===== src/rtl/rk_tape_tx_if.sv =====
// rtl/rk_tape_tx_if.sv - byte download handshake into the tape transmitter
interface rk_tape_tx_if;
    logic [7:0] din;
    logic       din_eof;
    logic       din_valid;
    logic       din_ready;

    modport master (
        output din,
        output din_eof,
        output din_valid,
        input  din_ready
    );

    modport slave (
        input  din,
        input  din_eof,
        input  din_valid,
        output din_ready
    );
endinterface


===== src/rtl/rk_tape_tx.sv =====
// rtl/rk_tape_tx.sv - phase-encoded tape transmitter with input FIFO; RK_TAPE_PILOT_EN enables pilot/sync leader
module rk_tape_tx #(
    parameter int HALF_CELL   = 742,
    parameter int PILOT_BYTES = 256,
    parameter int FIFO_DEPTH  = 16
) (
    input  logic          clk,
    input  logic          reset,
    input  logic          ce,
    rk_tape_tx_if.slave   din_if,
    output logic          tape_out,
    output logic          busy,
    output logic          underrun
);
    localparam int AW = $clog2(FIFO_DEPTH);
    localparam int HW = $clog2(HALF_CELL + 1);
`ifdef RK_TAPE_PILOT_EN
    localparam int PW = $clog2(PILOT_BYTES + 1);
`endif

    typedef enum logic [2:0] {
        IDLE  = 3'd0,
        PILOT = 3'd1,
        SYNC  = 3'd2,
        DATA  = 3'd3,
        PAUSE = 3'd4
    } state_t;

    state_t        state_q, state_d;
    logic [8:0]    fifo_mem [FIFO_DEPTH];
    logic [AW:0]   wr_ptr_q, wr_ptr_d;
    logic [AW:0]   rd_ptr_q, rd_ptr_d;
    logic          din_ready_q, din_ready_d;
    logic [7:0]    shreg_q, shreg_d;
    logic          eof_byte_q, eof_byte_d;
    logic [2:0]    bit_idx_q, bit_idx_d;
    logic          half_q, half_d;
    logic [HW-1:0] hc_q, hc_d;
    logic          running_q, running_d;
    logic          tape_q, tape_d;
    logic          underrun_q, underrun_d;
`ifdef RK_TAPE_PILOT_EN
    logic [PW-1:0] pilot_cnt_q, pilot_cnt_d;
`endif

    logic          wr_en;
    logic          pop;
    logic          fifo_empty;
    logic [8:0]    rd_data;
    logic          byte_done;
    logic          load;
    logic [7:0]    load_val;
    logic          load_eof;

    assign wr_en      = din_if.din_valid & din_ready_q;
    assign fifo_empty = (wr_ptr_q == rd_ptr_q);
    assign rd_data    = fifo_mem[rd_ptr_q[AW-1:0]];

    assign din_if.din_ready = din_ready_q;
    assign tape_out         = tape_q;
    assign busy             = (state_q != IDLE);
    assign underrun         = underrun_q;

    // FIFO storage; pointers carry the empty/full information so no reset here
    always_ff @(posedge clk) begin
        if (wr_en && !reset) begin
            fifo_mem[wr_ptr_q[AW-1:0]] <= {din_if.din_eof, din_if.din};
        end
    end

    // State, FIFO pointers and bit-cell timing registers
    always_ff @(posedge clk) begin
        if (reset) begin
            state_q     <= IDLE;
            wr_ptr_q    <= '0;
            rd_ptr_q    <= '0;
            din_ready_q <= 1'b0;
            shreg_q     <= '0;
            eof_byte_q  <= 1'b0;
            bit_idx_q   <= '0;
            half_q      <= 1'b0;
            hc_q        <= '0;
            running_q   <= 1'b0;
            tape_q      <= 1'b0;
            underrun_q  <= 1'b0;
`ifdef RK_TAPE_PILOT_EN
            pilot_cnt_q <= '0;
`endif
        end else begin
            state_q     <= state_d;
            wr_ptr_q    <= wr_ptr_d;
            rd_ptr_q    <= rd_ptr_d;
            din_ready_q <= din_ready_d;
            shreg_q     <= shreg_d;
            eof_byte_q  <= eof_byte_d;
            bit_idx_q   <= bit_idx_d;
            half_q      <= half_d;
            hc_q        <= hc_d;
            running_q   <= running_d;
            tape_q      <= tape_d;
            underrun_q  <= underrun_d;
`ifdef RK_TAPE_PILOT_EN
            pilot_cnt_q <= pilot_cnt_d;
`endif
        end
    end

    // Half-cell sequencing, byte boundary decisions and FIFO pop
    always_comb begin
        state_d    = state_q;
        wr_ptr_d   = wr_ptr_q + (AW + 1)'(wr_en);
        shreg_d    = shreg_q;
        eof_byte_d = eof_byte_q;
        bit_idx_d  = bit_idx_q;
        half_d     = half_q;
        hc_d       = hc_q;
        running_d  = running_q;
        tape_d     = tape_q;
        underrun_d = underrun_q;
`ifdef RK_TAPE_PILOT_EN
        pilot_cnt_d = pilot_cnt_q;
`endif
        pop       = 1'b0;
        byte_done = 1'b0;
        load      = 1'b0;
        load_val  = 8'h00;
        load_eof  = 1'b0;

        // Each ce advances the half-cell counter; level changes only when a half-cell ends
        if (ce && running_q) begin
            if (hc_q == HW'(HALF_CELL - 1)) begin
                hc_d = '0;
                if (!half_q) begin
                    half_d = 1'b1;
                    tape_d = shreg_q[7];
                end else if (bit_idx_q != 3'd7) begin
                    bit_idx_d = bit_idx_q + 3'd1;
                    shreg_d   = {shreg_q[6:0], 1'b0};
                    half_d    = 1'b0;
                    tape_d    = ~shreg_q[6];
                end else begin
                    byte_done = 1'b1;
                end
            end else begin
                hc_d = hc_q + HW'(1);
            end
        end

        case (state_q)
            IDLE: begin
                tape_d    = 1'b0;
                running_d = 1'b0;
                if (!fifo_empty) begin
`ifdef RK_TAPE_PILOT_EN
                    state_d     = PILOT;
                    pilot_cnt_d = '0;
`else
                    state_d     = DATA;
`endif
                end
            end
`ifdef RK_TAPE_PILOT_EN
            PILOT: begin
                if (ce && !running_q) begin
                    load     = 1'b1;
                    load_val = 8'h00;
                end else if (byte_done) begin
                    load = 1'b1;
                    if (pilot_cnt_q == PW'(PILOT_BYTES - 1)) begin
                        state_d  = SYNC;
                        load_val = 8'hE6;
                    end else begin
                        pilot_cnt_d = pilot_cnt_q + PW'(1);
                        load_val    = 8'h00;
                    end
                end
            end
            SYNC: begin
                if (byte_done) begin
                    if (!fifo_empty) begin
                        pop      = 1'b1;
                        load     = 1'b1;
                        load_val = rd_data[7:0];
                        load_eof = rd_data[8];
                        state_d  = DATA;
                    end else begin
                        state_d    = PAUSE;
                        running_d  = 1'b0;
                        underrun_d = 1'b1;
                    end
                end
            end
`endif
            DATA: begin
                if (ce && !running_q && !fifo_empty) begin
                    pop      = 1'b1;
                    load     = 1'b1;
                    load_val = rd_data[7:0];
                    load_eof = rd_data[8];
                end else if (byte_done) begin
                    if (eof_byte_q) begin
                        state_d    = IDLE;
                        tape_d     = 1'b0;
                        running_d  = 1'b0;
                        underrun_d = 1'b0;
                    end else if (!fifo_empty) begin
                        pop      = 1'b1;
                        load     = 1'b1;
                        load_val = rd_data[7:0];
                        load_eof = rd_data[8];
                    end else begin
                        state_d    = PAUSE;
                        running_d  = 1'b0;
                        underrun_d = 1'b1;
                    end
                end
            end
            PAUSE: begin
                if (ce && !fifo_empty) begin
                    pop      = 1'b1;
                    load     = 1'b1;
                    load_val = rd_data[7:0];
                    load_eof = rd_data[8];
                    state_d  = DATA;
                end
            end
            default: begin
                state_d = IDLE;
            end
        endcase

        // A freshly loaded byte starts its first half-cell (~MSB) right away
        if (load) begin
            shreg_d    = load_val;
            eof_byte_d = load_eof;
            bit_idx_d  = 3'd0;
            half_d     = 1'b0;
            hc_d       = '0;
            running_d  = 1'b1;
            tape_d     = ~load_val[7];
        end

        rd_ptr_d    = rd_ptr_q + (AW + 1)'(pop);
        din_ready_d = ((wr_ptr_d - rd_ptr_d) != (AW + 1)'(FIFO_DEPTH));
    end
endmodule


===== src/flat_wrapper.sv =====
// flat-port wrapper written by rule: the top's interface ports become plain ports
module rk_tape_tx_flat 
#(
    parameter int HALF_CELL   = 742,
    parameter int PILOT_BYTES = 256,
    parameter int FIFO_DEPTH  = 16
)
  (clk, reset, ce, tape_out, busy, underrun, din_if_din, din_if_din_eof, din_if_din_valid, din_if_din_ready);
  rk_tape_tx_if din_if_i ();
  input  logic clk;
  input  logic reset;
  input  logic ce;
  output logic tape_out;
  output logic busy;
  output logic underrun;
  input wire logic [$bits(din_if_i.din)-1:0] din_if_din;
  input wire logic [$bits(din_if_i.din_eof)-1:0] din_if_din_eof;
  input wire logic [$bits(din_if_i.din_valid)-1:0] din_if_din_valid;
  output wire logic [$bits(din_if_i.din_ready)-1:0] din_if_din_ready;
  assign din_if_i.din = din_if_din;
  assign din_if_i.din_eof = din_if_din_eof;
  assign din_if_i.din_valid = din_if_din_valid;
  assign din_if_din_ready = din_if_i.din_ready;
  rk_tape_tx #(.HALF_CELL(HALF_CELL), .PILOT_BYTES(PILOT_BYTES), .FIFO_DEPTH(FIFO_DEPTH)) u_core (.clk(clk), .reset(reset), .ce(ce), .din_if(din_if_i), .tape_out(tape_out), .busy(busy), .underrun(underrun));
endmodule

===== config.mk =====
export PLATFORM = sky130hd
export DESIGN_NAME = rk_tape_tx_flat
export DESIGN_NICKNAME = d
export VERILOG_FILES = /design/src/rtl/rk_tape_tx_if.sv /design/src/rtl/rk_tape_tx.sv /design/src/flat_wrapper.sv
export SDC_FILE = /design/constraint.sdc
export NUM_CORES = 1
export LEC_CHECK = 0
export ABC_AREA = 1
export CORE_MARGIN = 3
export CORE_UTILIZATION = 59
export DETAILED_ROUTE_END_ITERATION = 16
export PLACE_DENSITY = 0.85
export SYNTH_ARGS = -nofsm -noshare
export SYNTH_HDL_FRONTEND = slang
export SYNTH_SLANG_ARGS = --single-unit

===== constraint.sdc =====
create_clock -name clk -period 7.18 [get_ports clk]
set_input_delay 1.077 -clock clk [delete_from_list [all_inputs] [get_ports clk]]
set_output_delay 1.077 -clock clk [all_outputs]
set_load 0.01 [all_outputs]

==> qor.yml <==
floorplanning:
  core_um2: 12820
  die_h_um: 121.6
  die_w_um: 121.6
  ios: 17
  rows: 41
  die_area_um2: 14800
  initial_core_util_pct: 61.52
logic_synthesis:
  ys_top_cells_by_area: "edfxtp_1, dfxtp_1, nand2_1"
  synth_fp_nets: 810
  synthArstFlopShare_pct: 0
  synth_area_um2: 7890
  synth_top_area_share_pct: 54.80
  netlist_instances: 782
  syn_avg_cell_area_um2: 10.09
  ys_ff_latch: 183
  yosys_warnings: 0
  synth.distinct_cells: 31
  yosysSeqAreaShare_pct: 64.70
  synth_top_area_cell: "edfxtp_1"
  synth_edf_count: 144
  yosys_most_used_dff: "edfxtp_1"
clock_network:
  clkLatencyLatePin_ns: 0.43
  cts_hold_buf: 0
  clk_pin_slew_worst_paths_ns: 0.07
  htree_num_levels: 4
  cts_tree: "done"
  cts_buffer_depth: 2
  cts_resized: 0
  cts_made_buffers: 17
  cts_setup_buffers: 0
  root_buffer: "clkbuf_16"
  clkSinkCount: 183
sta:
  tightest_slew_ns: 1.243
  rsz0062_at_grt: "no"
  fin_worst_skew_ns: 0.01533
  fmax_mhz: 235.0
  fin_crit_sh_pct: 59.26
  setup_violations: 0
  slew_headroom_pct: 16.50
  slew_viol_final: 0
  finalHoldViolations: 0
  min_period_ns: 4.255
  tns_ns: 0
final_layout:
  nets: 817
  drive_above_1_share_pct: 5.243
  areaGrowthSynthToFinish_pct: 10.42
  final_area_um2: 8712
  diodes: 0
  nFillCells: 906
  fin_util_pct: 67.93
power:
  clkPwrFrac_pct: 40.4
  p_comb_share_pct: 7.5
  p_leak_nw: 3.241
  seqPwrFrac_pct: 52.1
  powerDensity_nw_per_um2: 256.1
  ir_worst_vdd_uv: 221.6
  p_sw_share_pct: 24.16
  p_int_w: 0.001692
  switchingPower_w: 0.0005391
place:
  routabilityCongestion: 0.8498
  port_buffers: 16
  dp_hpwl_um: 11150
  placed_area_um2: 8149
critical_path:
  arrival_ns: 4.55
  cp.required_ns: 7.47
  startpoint_type: "input pin"
  path_max_fanout: 19
  path_cells: "clkdlybuf4s50_1 -> nand2_1 -> inv_1 -> nand3_1 -> nor2_1 -> nand3_1 -> nand3_4 -> nand2_4 -> inv_1 -> ha_1 -> ha_1 -> inv_1 -> ha_1 -> inv_1 -> o21bai_1 -> o211ai_1 -> o31ai_1 -> nand2_1 -> nor2_1 -> nor2_1"
  cpPeakStageDelay_ns: 0.50
  cpMostUsedCell: "inv_1"
  path_class: "in2reg"
  crit_slowest_cell: "clkdlybuf4s50_1"
  cp-end-kind: "register"
drt:
  viasPerCell: 5.892
  drcViolationCount: 0
  drtAntennaViolNets: 0
  wl_um: 17730
  route.vias.total: 5733
  drtIter0Drc: 781
  wl_per_cell_um: 18.22
  first_pass_iters: 6
global_route:
  overflow: 0
  grt_pass1_vias: 5623
  antenna_found_initial: 0
  grt_usage_pct: 25.40
  grt_max_degree: 85
  grt_pass1_wl_um: 28530
hold_path:
  min_path_type: "reg2reg"
status:
  status: "completed"
flow_run:
  max-cap-violations: 0
-- cell usage after synthesis (all sizes together), types with 2 or more instances --
| master | n |
|---|---|
| a211oi | 2 |
| xor2 | 10 |
| o22ai | 5 |
| nand3b | 2 |
| nor2 | 123 |
| ha | 15 |
| inv | 53 |
| dfxtp | 39 |
| buf | 14 |
| o21ai | 58 |
| clkbuf | 17 |
| nor3 | 4 |
| o31ai | 2 |
| nand2 | 180 |
| nand3 | 60 |
| o211ai | 8 |
| xnor2 | 5 |
| edfxtp | 144 |
| a21oi | 37 |
-- final timing paths --
kind                                    startpoint                                  to  slack [ns]  depth (start not counted)
hold / removal    u_core.bit_idx_q[2]$_SDFFE_PP0P_    u_core.bit_idx_q[2]$_SDFFE_PP0P_        0.48                          2
hold reg to reg   u_core.bit_idx_q[2]$_SDFFE_PP0P_    u_core.bit_idx_q[2]$_SDFFE_PP0P_        0.48                          2
setup reg to reg     u_core.rd_ptr_q[3]$_SDFF_PP0_  u_core.din_if.din_ready$_SDFF_PP0_        3.04                         20
setup / recovery                                ce  u_core.din_if.din_ready$_SDFF_PP0_        2.92                         20
-- power groups by stage --
stage          combinational (W)  sequential, W  clock [W]
5_1_grt                 0.000184        0.00116   0.000949
4_1_cts                 0.000164        0.00116   0.000906
3_5_place_dp            0.000161        0.00119          0
2_1_floorplan           0.000106        0.00118          0
3_3_place_gp            0.000153        0.00118          0
6_report                0.000168        0.00116   0.000901
-- area by class of cell --
type | instances | area, um^2 | area share, %
clock buffers | 17 | 425.4 | 4.883
repair buffers | 19 | 182.7 | 2.097
multi-input cells | 514 | 2442 | 28.03
inverters | 54 | 202.7 | 2.327
well taps | 172 | 215.2 | 2.470
clock inverters | 14 | 137.6 | 1.580
flip-flops and latches | 183 | 5106 | 58.61
-- layout by cell type, fill, tap and decap left out, drive strengths merged, types with 8 or more instances in the layout --
cell type,netlist,routed
ha,15,15
o211ai,8,8
nor2,123,123
clkdlybuf4s50,0,16
dfxtp,39,39
inv,53,62
nand3,60,60
a21oi,37,37
clkbuf,17,17
nand2,180,180
o21ai,58,58
edfxtp,144,144
xor2,10,10
-- state kept, by name (all words and copies together) (netlist names) --
| name | cells |
|---|---|
| u_core.rd_ptr_q | 5 |
| u_core.tape_out | 1 |
| u_core.half_q | 1 |
| u_core.bit_idx_q | 3 |
| u_core.running_q | 1 |
| u_core.eof_byte_q | 1 |
| u_core.state_q | 2 |
| u_core.underrun | 1 |
| u_core.hc_q | 10 |
| u_core.wr_ptr_q | 5 |
| u_core.fifo_mem | 144 |
| u_core.din_if.din_ready | 1 |
| u_core.shreg_q | 8 |
-- layer usage --
| metal | share of wire (%) | wire (um) | track usage [%] |
|---|---|---|---|
| met1 | 38 | 6665 | 30.77 |
| met2 | 51 | 8990 | 42.94 |
| met3 | 8.5 | 1514 | 6.639 |
| met4 | 3.1 | 558 | 11.41 |
| met5 | 0 | 0 | 0 |
-- through the flow --
stage / setup slack, ns / power, W / hold slack [ns] / instances
floorplan: 3.727 / 0.001290 / 0.4438 / 782
global placement: 2.930 / 0.001337 / 0.4512 / 942
detailed placement: 2.631 / 0.001346 / 0.4725 / 942
CTS: 2.971 / 0.002232 / 0.4828 / 973
global route: 2.710 / 0.002295 / 0.5078 / 973
finish: 2.925 / 0.002231 / 0.4786 / 973
-- critical path, delay by kind of cell --
family | cells | cell delay [ns]
AO/OA/AOI/OAI | 3 | 0.63
AND/OR/NAND/NOR | 9 | 1.15
buffers and inverters | 5 | 0.97
adder cells (fa/ha/maj) | 3 | 0.71
-- cells by family after synthesis --
| logic type | after synthesis | share of synthesized area [%] |
|---|---|---|
| buffers and inverters | 85 | 4.345 |
| DFF | 183 | 64.70 |
| xor gates and xnor gates | 15 | 1.665 |
| AOI/OAI and AO/OA | 113 | 7.659 |
| and+or+nand+nor | 371 | 19.25 |
| adders and majority gates | 15 | 2.379 |
No activity file was read; power rests on OpenSTA's default activity.
